$ cat config.mk
export PLATFORM = sky130hd
export DESIGN_NAME = mem_bist_initiator
export DESIGN_NICKNAME = d
export VERILOG_FILES = /design/src/rtl/mem_bist_initiator.sv
export SDC_FILE = /design/constraint.sdc
export NUM_CORES = 1
export LEC_CHECK = 0
export BUFFER_PORTS_ARGS = -buffer_cell sky130_fd_sc_hd__buf_4
export CAP_MARGIN = 15
export CORE_ASPECT_RATIO = 1.75
export CORE_MARGIN = 1
export CORE_UTILIZATION = 46
export DETAILED_ROUTE_END_ITERATION = 10
export PLACE_DENSITY = 0.72
export SETUP_SLACK_MARGIN = 0.5
export SLEW_MARGIN = 20
export SYNTH_ARGS = -nofsm -noshare
export SYNTH_HDL_FRONTEND = slang
export SYNTH_SLANG_ARGS = --single-unit
$ cat constraint.sdc
create_clock -name clk -period 4.07 [get_ports clk]
set_input_delay 0.2035 -clock clk [delete_from_list [all_inputs] [get_ports clk]]
set_output_delay 0.2035 -clock clk [all_outputs]
set_load 0.02 [all_outputs]
$ cat src/rtl/mem_bist_initiator.sv
// Memory BIST initiator: writes a seeded address pattern over a window, reads it
// back through a latency-matched tag pipeline and reports the mismatches it sees.
module mem_bist_initiator #(
  parameter int ADDR_W = 16,
  parameter int DATA_W = 32,
  parameter int RD_LAT = 1
) (
  input  logic              clk,
  input  logic              rst,
  input  logic              start,
  input  logic [ADDR_W-1:0] base_addr,
  input  logic [ADDR_W:0]   length,
  input  logic [DATA_W-1:0] seed,
  output logic              busy,
  output logic              done,
  output logic              pass,
  output logic [ADDR_W-1:0] err_addr,
  output logic [15:0]       err_count,
  output logic [ADDR_W-1:0] mem_addr,
  output logic              mem_we,
  output logic [DATA_W-1:0] mem_wdata,
  input  logic [DATA_W-1:0] mem_rdata
);

  localparam int HALF = DATA_W / 2;
  localparam logic [ADDR_W:0] MAX_N = (ADDR_W+1)'(1) << ADDR_W;
  localparam logic [ADDR_W:0] ONE_N = (ADDR_W+1)'(1);

  typedef enum logic [2:0] {IDLE, WRITE, READ, DRAIN, DONE} state_t;

  state_t            state;
  state_t            state_next;
  logic [ADDR_W-1:0] base_q;
  logic [DATA_W-1:0] seed_q;
  logic [ADDR_W:0]   n_q;
  logic [ADDR_W:0]   idx;
  logic [ADDR_W:0]   n_in;
  logic [2:0]        drain_cnt;
  logic              pass_q;
  logic              last_idx;
  logic              vld_pipe [RD_LAT];
  logic [ADDR_W-1:0] tag_pipe [RD_LAT];
  logic              rd_mismatch;

  // Each half of the word carries the address (or its complement), resized to DATA_W/2.
  function automatic logic [DATA_W-1:0] pattern(input logic [ADDR_W-1:0] a,
                                                input logic [DATA_W-1:0] s);
    logic [ADDR_W-1:0] na;
    logic [HALF-1:0]   hi;
    logic [HALF-1:0]   lo;
    na = ~a;
    hi = HALF'(a);
    lo = HALF'(na);
    return DATA_W'({hi, lo}) ^ s;
  endfunction

  assign n_in        = (length > MAX_N) ? MAX_N : length;
  assign last_idx    = (idx == n_q - ONE_N);
  assign mem_addr    = base_q + idx[ADDR_W-1:0];
  assign mem_we      = (state == WRITE);
  assign mem_wdata   = mem_we ? pattern(mem_addr, seed_q) : '0;
  assign busy        = (state == WRITE) || (state == READ) || (state == DRAIN);
  assign done        = (state == DONE);
  assign pass        = done ? (err_count == 16'd0) : pass_q;
  assign rd_mismatch = vld_pipe[RD_LAT-1] &&
                       (mem_rdata != pattern(tag_pipe[RD_LAT-1], seed_q));

  always_ff @(posedge clk or posedge rst) begin
    if (rst) state <= IDLE;
    else     state <= state_next;
  end

  always_comb begin
    state_next = state;
    case (state)
      IDLE:    if (start) state_next = (n_in == '0) ? DONE : WRITE;
      WRITE:   if (last_idx) state_next = READ;
      READ:    if (last_idx) state_next = DRAIN;
      DRAIN:   if (drain_cnt == 3'(RD_LAT - 1)) state_next = DONE;
      DONE:    state_next = IDLE;
      default: state_next = IDLE;
    endcase
  end

  // idx stays at N-1 after the last read so mem_addr holds through DRAIN.
  always_ff @(posedge clk or posedge rst) begin
    if (rst) begin
      base_q    <= '0;
      seed_q    <= '0;
      n_q       <= '0;
      idx       <= '0;
      drain_cnt <= '0;
      pass_q    <= 1'b0;
      err_addr  <= '0;
      err_count <= '0;
    end else begin
      drain_cnt <= '0;
      case (state)
        IDLE: if (start) begin
          base_q    <= base_addr;
          seed_q    <= seed;
          n_q       <= n_in;
          idx       <= '0;
          pass_q    <= 1'b0;
          err_addr  <= '0;
          err_count <= '0;
        end
        WRITE:   idx <= last_idx ? '0 : idx + ONE_N;
        READ:    if (!last_idx) idx <= idx + ONE_N;
        DRAIN:   drain_cnt <= drain_cnt + 3'd1;
        DONE:    pass_q <= (err_count == 16'd0);
        default: ;
      endcase
      if (rd_mismatch) begin
        if (err_count != 16'hFFFF) err_count <= err_count + 16'd1;
        if (err_count == 16'd0)    err_addr  <= tag_pipe[RD_LAT-1];
      end
    end
  end

  // Tags ride alongside the memory read latency so each comparison knows its address.
  always_ff @(posedge clk or posedge rst) begin
    if (rst) begin
      for (int k = 0; k < RD_LAT; k++) begin
        vld_pipe[k] <= 1'b0;
        tag_pipe[k] <= '0;
      end
    end else begin
      vld_pipe[0] <= (state == READ);
      tag_pipe[0] <= mem_addr;
      for (int k = 1; k < RD_LAT; k++) begin
        vld_pipe[k] <= vld_pipe[k-1];
        tag_pipe[k] <= tag_pipe[k-1];
      end
    end
  end

endmodule

# Word level (Yosys, flattened, before mapping)
# Cells that the tools add are included.
# totals
reg_bits	138
input_bits	100
# op_classes
n_addsub	5
n_lt_le_gt_ge	1
eq_ne	12
n_mux	24
n_bitwise	4
reduce_logical	13
# ops
cell	count
two-way mux 16 bit	8
two-way mux 17 bit	4
bitwise XOR 32 bit	2
case mux 17 bit (3 select lines)	1
two-way mux 32 bit	1
!= test 32 bit	1
inverter 16 bit	2
two-way mux 3 bit	6
adder 17 x 1 -> 17 bit, second input constant	1
== test 17 bit	1
> comparator 17 bit, second input constant	1
zero test 17 bit	1
subtractor 17 x 1 -> 17 bit, second input constant	1
adder 16 x 1 -> 16 bit, second input constant	1
adder 16 bit	1
zero test 16 bit	1
!= test 16 bit, second input constant	1
case mux 3 bit (4 select lines)	1
== test 3 x 2 -> 1 bit, second input constant	2
zero test 3 bit	2
!= test 2 bit, second input constant	3
!= test 2 x 1 -> 1 bit, second input constant	2
AND reduction 2 bit	2
AND reduction 4 bit	1
other kinds (10)	12

# Depth between registers and ports, before layout
# depth
word_depth	6
depth_mapped	12
mapped_depth_nobuf	10

# Worst setup path before layout
# No wires, ideal clock.
# synth_timing
path_kind	register to output
start	reg idx[0]
end	out mem_wdata[6]
t_arrival_ps	2686
required_time_ps	3867
path_slack_ps	1181
stages_incl_launch_ff	11
path_cell_list	dfrtp_1 > ha_1 > fa_1 > a21o_1 > a21o_1 > and2_1 > o21a_1 > nor2_1 > xnor2_1 > or2_2 > a21oi_1
# synth_via
elab_chain_len	4
# synth_lines
item	line_no	rtl
start, declared	36	logic [ADDR_W:0] idx;
start signal, assigned	108	WRITE: idx <= last_idx ? '0 : idx + ONE_N;
start signal, assigned	109	READ: if (!last_idx) idx <= idx + ONE_N;
adder 16 bit	59	assign mem_addr = base_q + idx[ADDR_W-1:0];
via mem_addr[6]	19	output logic [ADDR_W-1:0] mem_addr,
inverter 16 bit	51	na = ~a;
bitwise XOR 32 bit	54	return DATA_W'({hi, lo}) ^ s;
two-way mux 32 bit	61	assign mem_wdata = mem_we ? pattern(mem_addr, seed_q) : '0;
end, declared	21	output logic [DATA_W-1:0] mem_wdata,
# The timed path passes the listed nets, and every way through them passes these cells.

# Final worst setup path
# layout_timing
start	reg idx[4]
end	out mem_wdata[31]
# layout_via
elab_chain_len	3
# layout_lines
item	line_no
adder 16 bit	59
bitwise XOR 32 bit	54
two-way mux 32 bit	61
# Every way passes these cells.

==> key figures <==
Routing
  – WL final: around 25 mm
  – Iter 0 DRT Violations: 421
  – DRC viols: 0
  – Via count: about 7,400
  – DRT antenna net count: 0
  – TritonRoute pass-1 iters: 5
  – Post-DR vias/cell: 5.41
  – Wire per inst: between 15 and 20 um

Run
  – Number of max-cap violations: 0

Min path
  – HP Class: input pin to async pin

Worst setup path
  – Worst path arrival time: 3.21 ns
  – CP startpoint kind: register
  – Critical Path Slowest Stage Cell: dfrtp_1
  – Crit path max fanout: 6
  – Worst path depth: 10
  – Critical path capture point type: output pin
  – Reg-to-reg slack, setup: 0.80 ns
  – R2r endpoint: err_count[12]$_DFF_PP0_
  – WS Path Type: register to output pin
  – Worst flop-to-flop path startpoint: seed_q[28]$_DFFE_PP0P_
  – R2R depth: 8
  – CP max stage delay: approximately 0.5 ns
  – Worst Path Required: 3.87 ns
  – Critical path, cell by cell: ha_1 > nand3_1 > o211ai_1 > o2111ai_1 > a211o_1 > a21oi_2 > xnor2_2 > xor2_1 > nor2_1 > buf_4
  – Buf/Inv on CP: 1
  – CP top delay family: compound AO/OA/AOI/OAI gates

Clock tree
  – Clock-pin slew on the worst setup and hold paths: 0.06 ns
  – Number of H-tree levels: 4
  – CTS max path bufs: 2
  – CTS Root Cell: clkbuf_16
  – Clk_lat worst skew: 0.42 ns
  – Clk sinks: 138
  – CTS Buf Count: 17
  – CTS tree: done

Synthesis
  – Synth cell types: 71
  – Mean Syn Cell Area: roughly 9.1 um^2
  – Syn_nets: 1,044
  – Mapped Area: around 8400 um^2
  – Mapped Cells: ~920
  – Synth area leaders: dfrtp_1 41%, nand2_1 10%, xnor2_1 6.3%, xor2_1 3.5%, ha_1 3.1%
  – FF+latch count, synth: 138
  – Most common cell in the netlist: nand2_1
  – Leading cell types by count after synthesis: 228 x nand2_1, 138 x dfrtp_1, 67 x nor2_1
  – Yosys warns: 0
  – Largest area contributor in the netlist: dfrtp_1
  – Sequential fraction of the synthesis area: 41.3%
  – Post-synth EDFFs: 0
  – Primary FF master, synth: dfrtp_1
  – Fraction of registers with async set/reset: 100%
  – Synth top area share: between 40% and 50%

STA
  – Max-slew headroom: 37.0%
  – Peak Freq: 0.293 GHz
  – Tcrit/Tclk final: 84.0%
  – Number of max-slew violations in the final report: 0
  – Setup TNS: 0 ns
  – Hold WS: -0.0386 ns
  – Worst-margin pin slew: approximately 0.95 ns
  – Fin crit period: 3.42 ns
  – RSZ-0062 raised after global routing: no
  – Worst-case clock skew: 0.0100 ns
  – Fin. Hold Viols: 27
  – Setup violations, final: 0

Floorplan
  – IO Pins: roughly 180
  – Die width: 104 um
  – Chip height: around 180 um
  – Num rows: 64
  – Die area: 18,700 um^2
  – Area of the core: 17,600 um^2
  – Initial Util: between 40% and 50%

Final layout
  – Layout cell share with drive strength beyond 1: 22.6%
  – Layout area overhead: 30.8%
  – Finished Cell Area: 10,900 um^2
  – Nets: 1,250
  – Fillers: approximately 1,500

Placement
  – Placed Area: ~9900 um^2
  – Hpwl dp: 17.9 mm
  – PortBufs: ~180
  – GPL Wtd Cong: 0.955

Global route
  – GRT Util Overall: 26.7%
  – Remaining Overflow, GRT: 0
  – Pin count of the biggest net entering global routing: 139
  – Number of global-route vias before repair: 7,378
  – Global-route wire length before repair: 39.0 mm
  – Antenna violations before repair: 1

Run status
  – Status: finished with violations
  – Failing checks: negative hold slack

Power and ir drop
  – Worst VDD drop: 0.612 mV
  – Static leakage: 5.28 nW
  – Power Density: 815 nW/um^2
registers in the layout (all words and copies together), names as in the netlist:
signal and cells:
state 3, idx 17, pass_q 1, vld_pipe 1
n_q 17, err_addr 16, base_q 16, drain_cnt 3
seed_q 32, tag_pipe 16, err_count 16
metrics by stage:
| stage | setup slack [ns] | util (%) | total power [mW] | hold WS [ns] | std cells |
|---|---|---|---|---|---|
| after floorplan | 1.18 | - | 5.48 | 0.309 | 922 |
| after global placement | 0.905 | 56.2 | 7.16 | 0.396 | 1302 |
| after detailed placement | 0.831 | 56.2 | 7.22 | 0.396 | 1302 |
| after CTS | 0.550 | 61.8 | 8.90 | 0.000722 | 1370 |
| after global routing | 0.527 | 62.0 | 9.40 | 0.00594 | 1373 |
| final | 0.652 | 62.0 | 8.90 | -0.0386 | 1373 |
power breakdown:
part | internal, mW | switching, mW
Sequential | 1.79 | 0.528
Combinational | 2.26 | 2.70
Clock | 0.976 | 0.640
Total | 5.03 | 3.87
placed cells by master (no fill, tap or decap), types with 5 or more instances in the layout:
cell type,instances
a31oi_1,8
nor2b_1,6
mux2i_1,6
nor2_1,66
a21oi_1,28
nand3_1,21
or2_2,6
nand2b_1,5
nand2_1,228
a21o_1,6
o211ai_1,5
nor3_1,15
o31ai_1,7
a211o_1,5
ha_1,21
xor2_1,33
dfrtp_1,137
nor3b_1,5
inv_6,6
or3_1,13
and3_1,7
inv_1,25
xnor2_1,58
dlygate4sd3_1,36
buf_4,189
xor3_1,9
xnor3_1,11
o21ai_0,45
nor4_1,14
clkbuf_16,17
a22o_1,13
nand4_1,10
worst register-to-register path, cell delays in order, from the launching register on:
cell	delay, ns
dfrtp_1	0.40
xor3_1	0.46
nor4_1	0.35
nand4_1	0.26
o41ai_2	0.64
a31o_2	0.47
and2_1	0.36
o21ai_0	0.14
o31ai_1	0.09
layer usage:
layer | track usage (%) | routed length (um)
met5 | 0 | 0
met3 | 3.65 | 831
met1 | 29.4 | 9330
met2 | 50.0 | 13300
met4 | 12.2 | 1020
cell type report:
| class | count | area [um^2] | share of cell area, % |
|---|---|---|---|
| Tap cell | 231 | 289 | 2.65 |
| Clock buffer | 17 | 425 | 3.90 |
| Sequential cell | 138 | 3450 | 31.6 |
| Inverter | 27 | 105 | 0.962 |
| Clock inverter | 15 | 188 | 1.72 |
| Timing Repair Buffer | 226 | 1800 | 16.5 |
| Antenna cell | 1 | 2.50 | 0.0229 |
| Multi-Input combinational cell | 718 | 4660 | 42.6 |
how the worst max path moves through the flow:
stage	startpoint	slack, ns	endpoint
floorplan	idx[0]$_DFFE_PP0P_	1.18	mem_wdata[6]
global placement	idx[0]$_DFFE_PP0P_	0.91	mem_wdata[30]
detailed placement	idx[0]$_DFFE_PP0P_	0.83	mem_wdata[30]
CTS	idx[4]$_DFFE_PP0P_	0.55	mem_wdata[31]
global route	idx[4]$_DFFE_PP0P_	0.53	mem_wdata[31]
finish	idx[4]$_DFFE_PP0P_	0.65	mem_wdata[31]
logic make-up (layout without fill, tap and decap cells):
kind of cell	after synthesis	after routing	synth area share, %
AO/OA/AOI/OAI	149	149	11.9
XOR/XNOR	113	113	15.3
adder cells (fa/ha/maj)	22	22	3.39
buffers and inverters	66	285	3.33
flip-flops	138	138	41.3
multiplexers	7	7	0.854
other	0	1	0
AND/OR/NAND/NOR	427	427	24.0
repair_timing:
item,CTS,global route
pin swaps,0,3
buffers inserted,0,2
resized for setup,2,3
endpoints found under the hold margin,36,0
setup endpoints to repair,3,8
gates cloned,0,0
hold buffers,36,0
(Power assumes the default switching activity.)
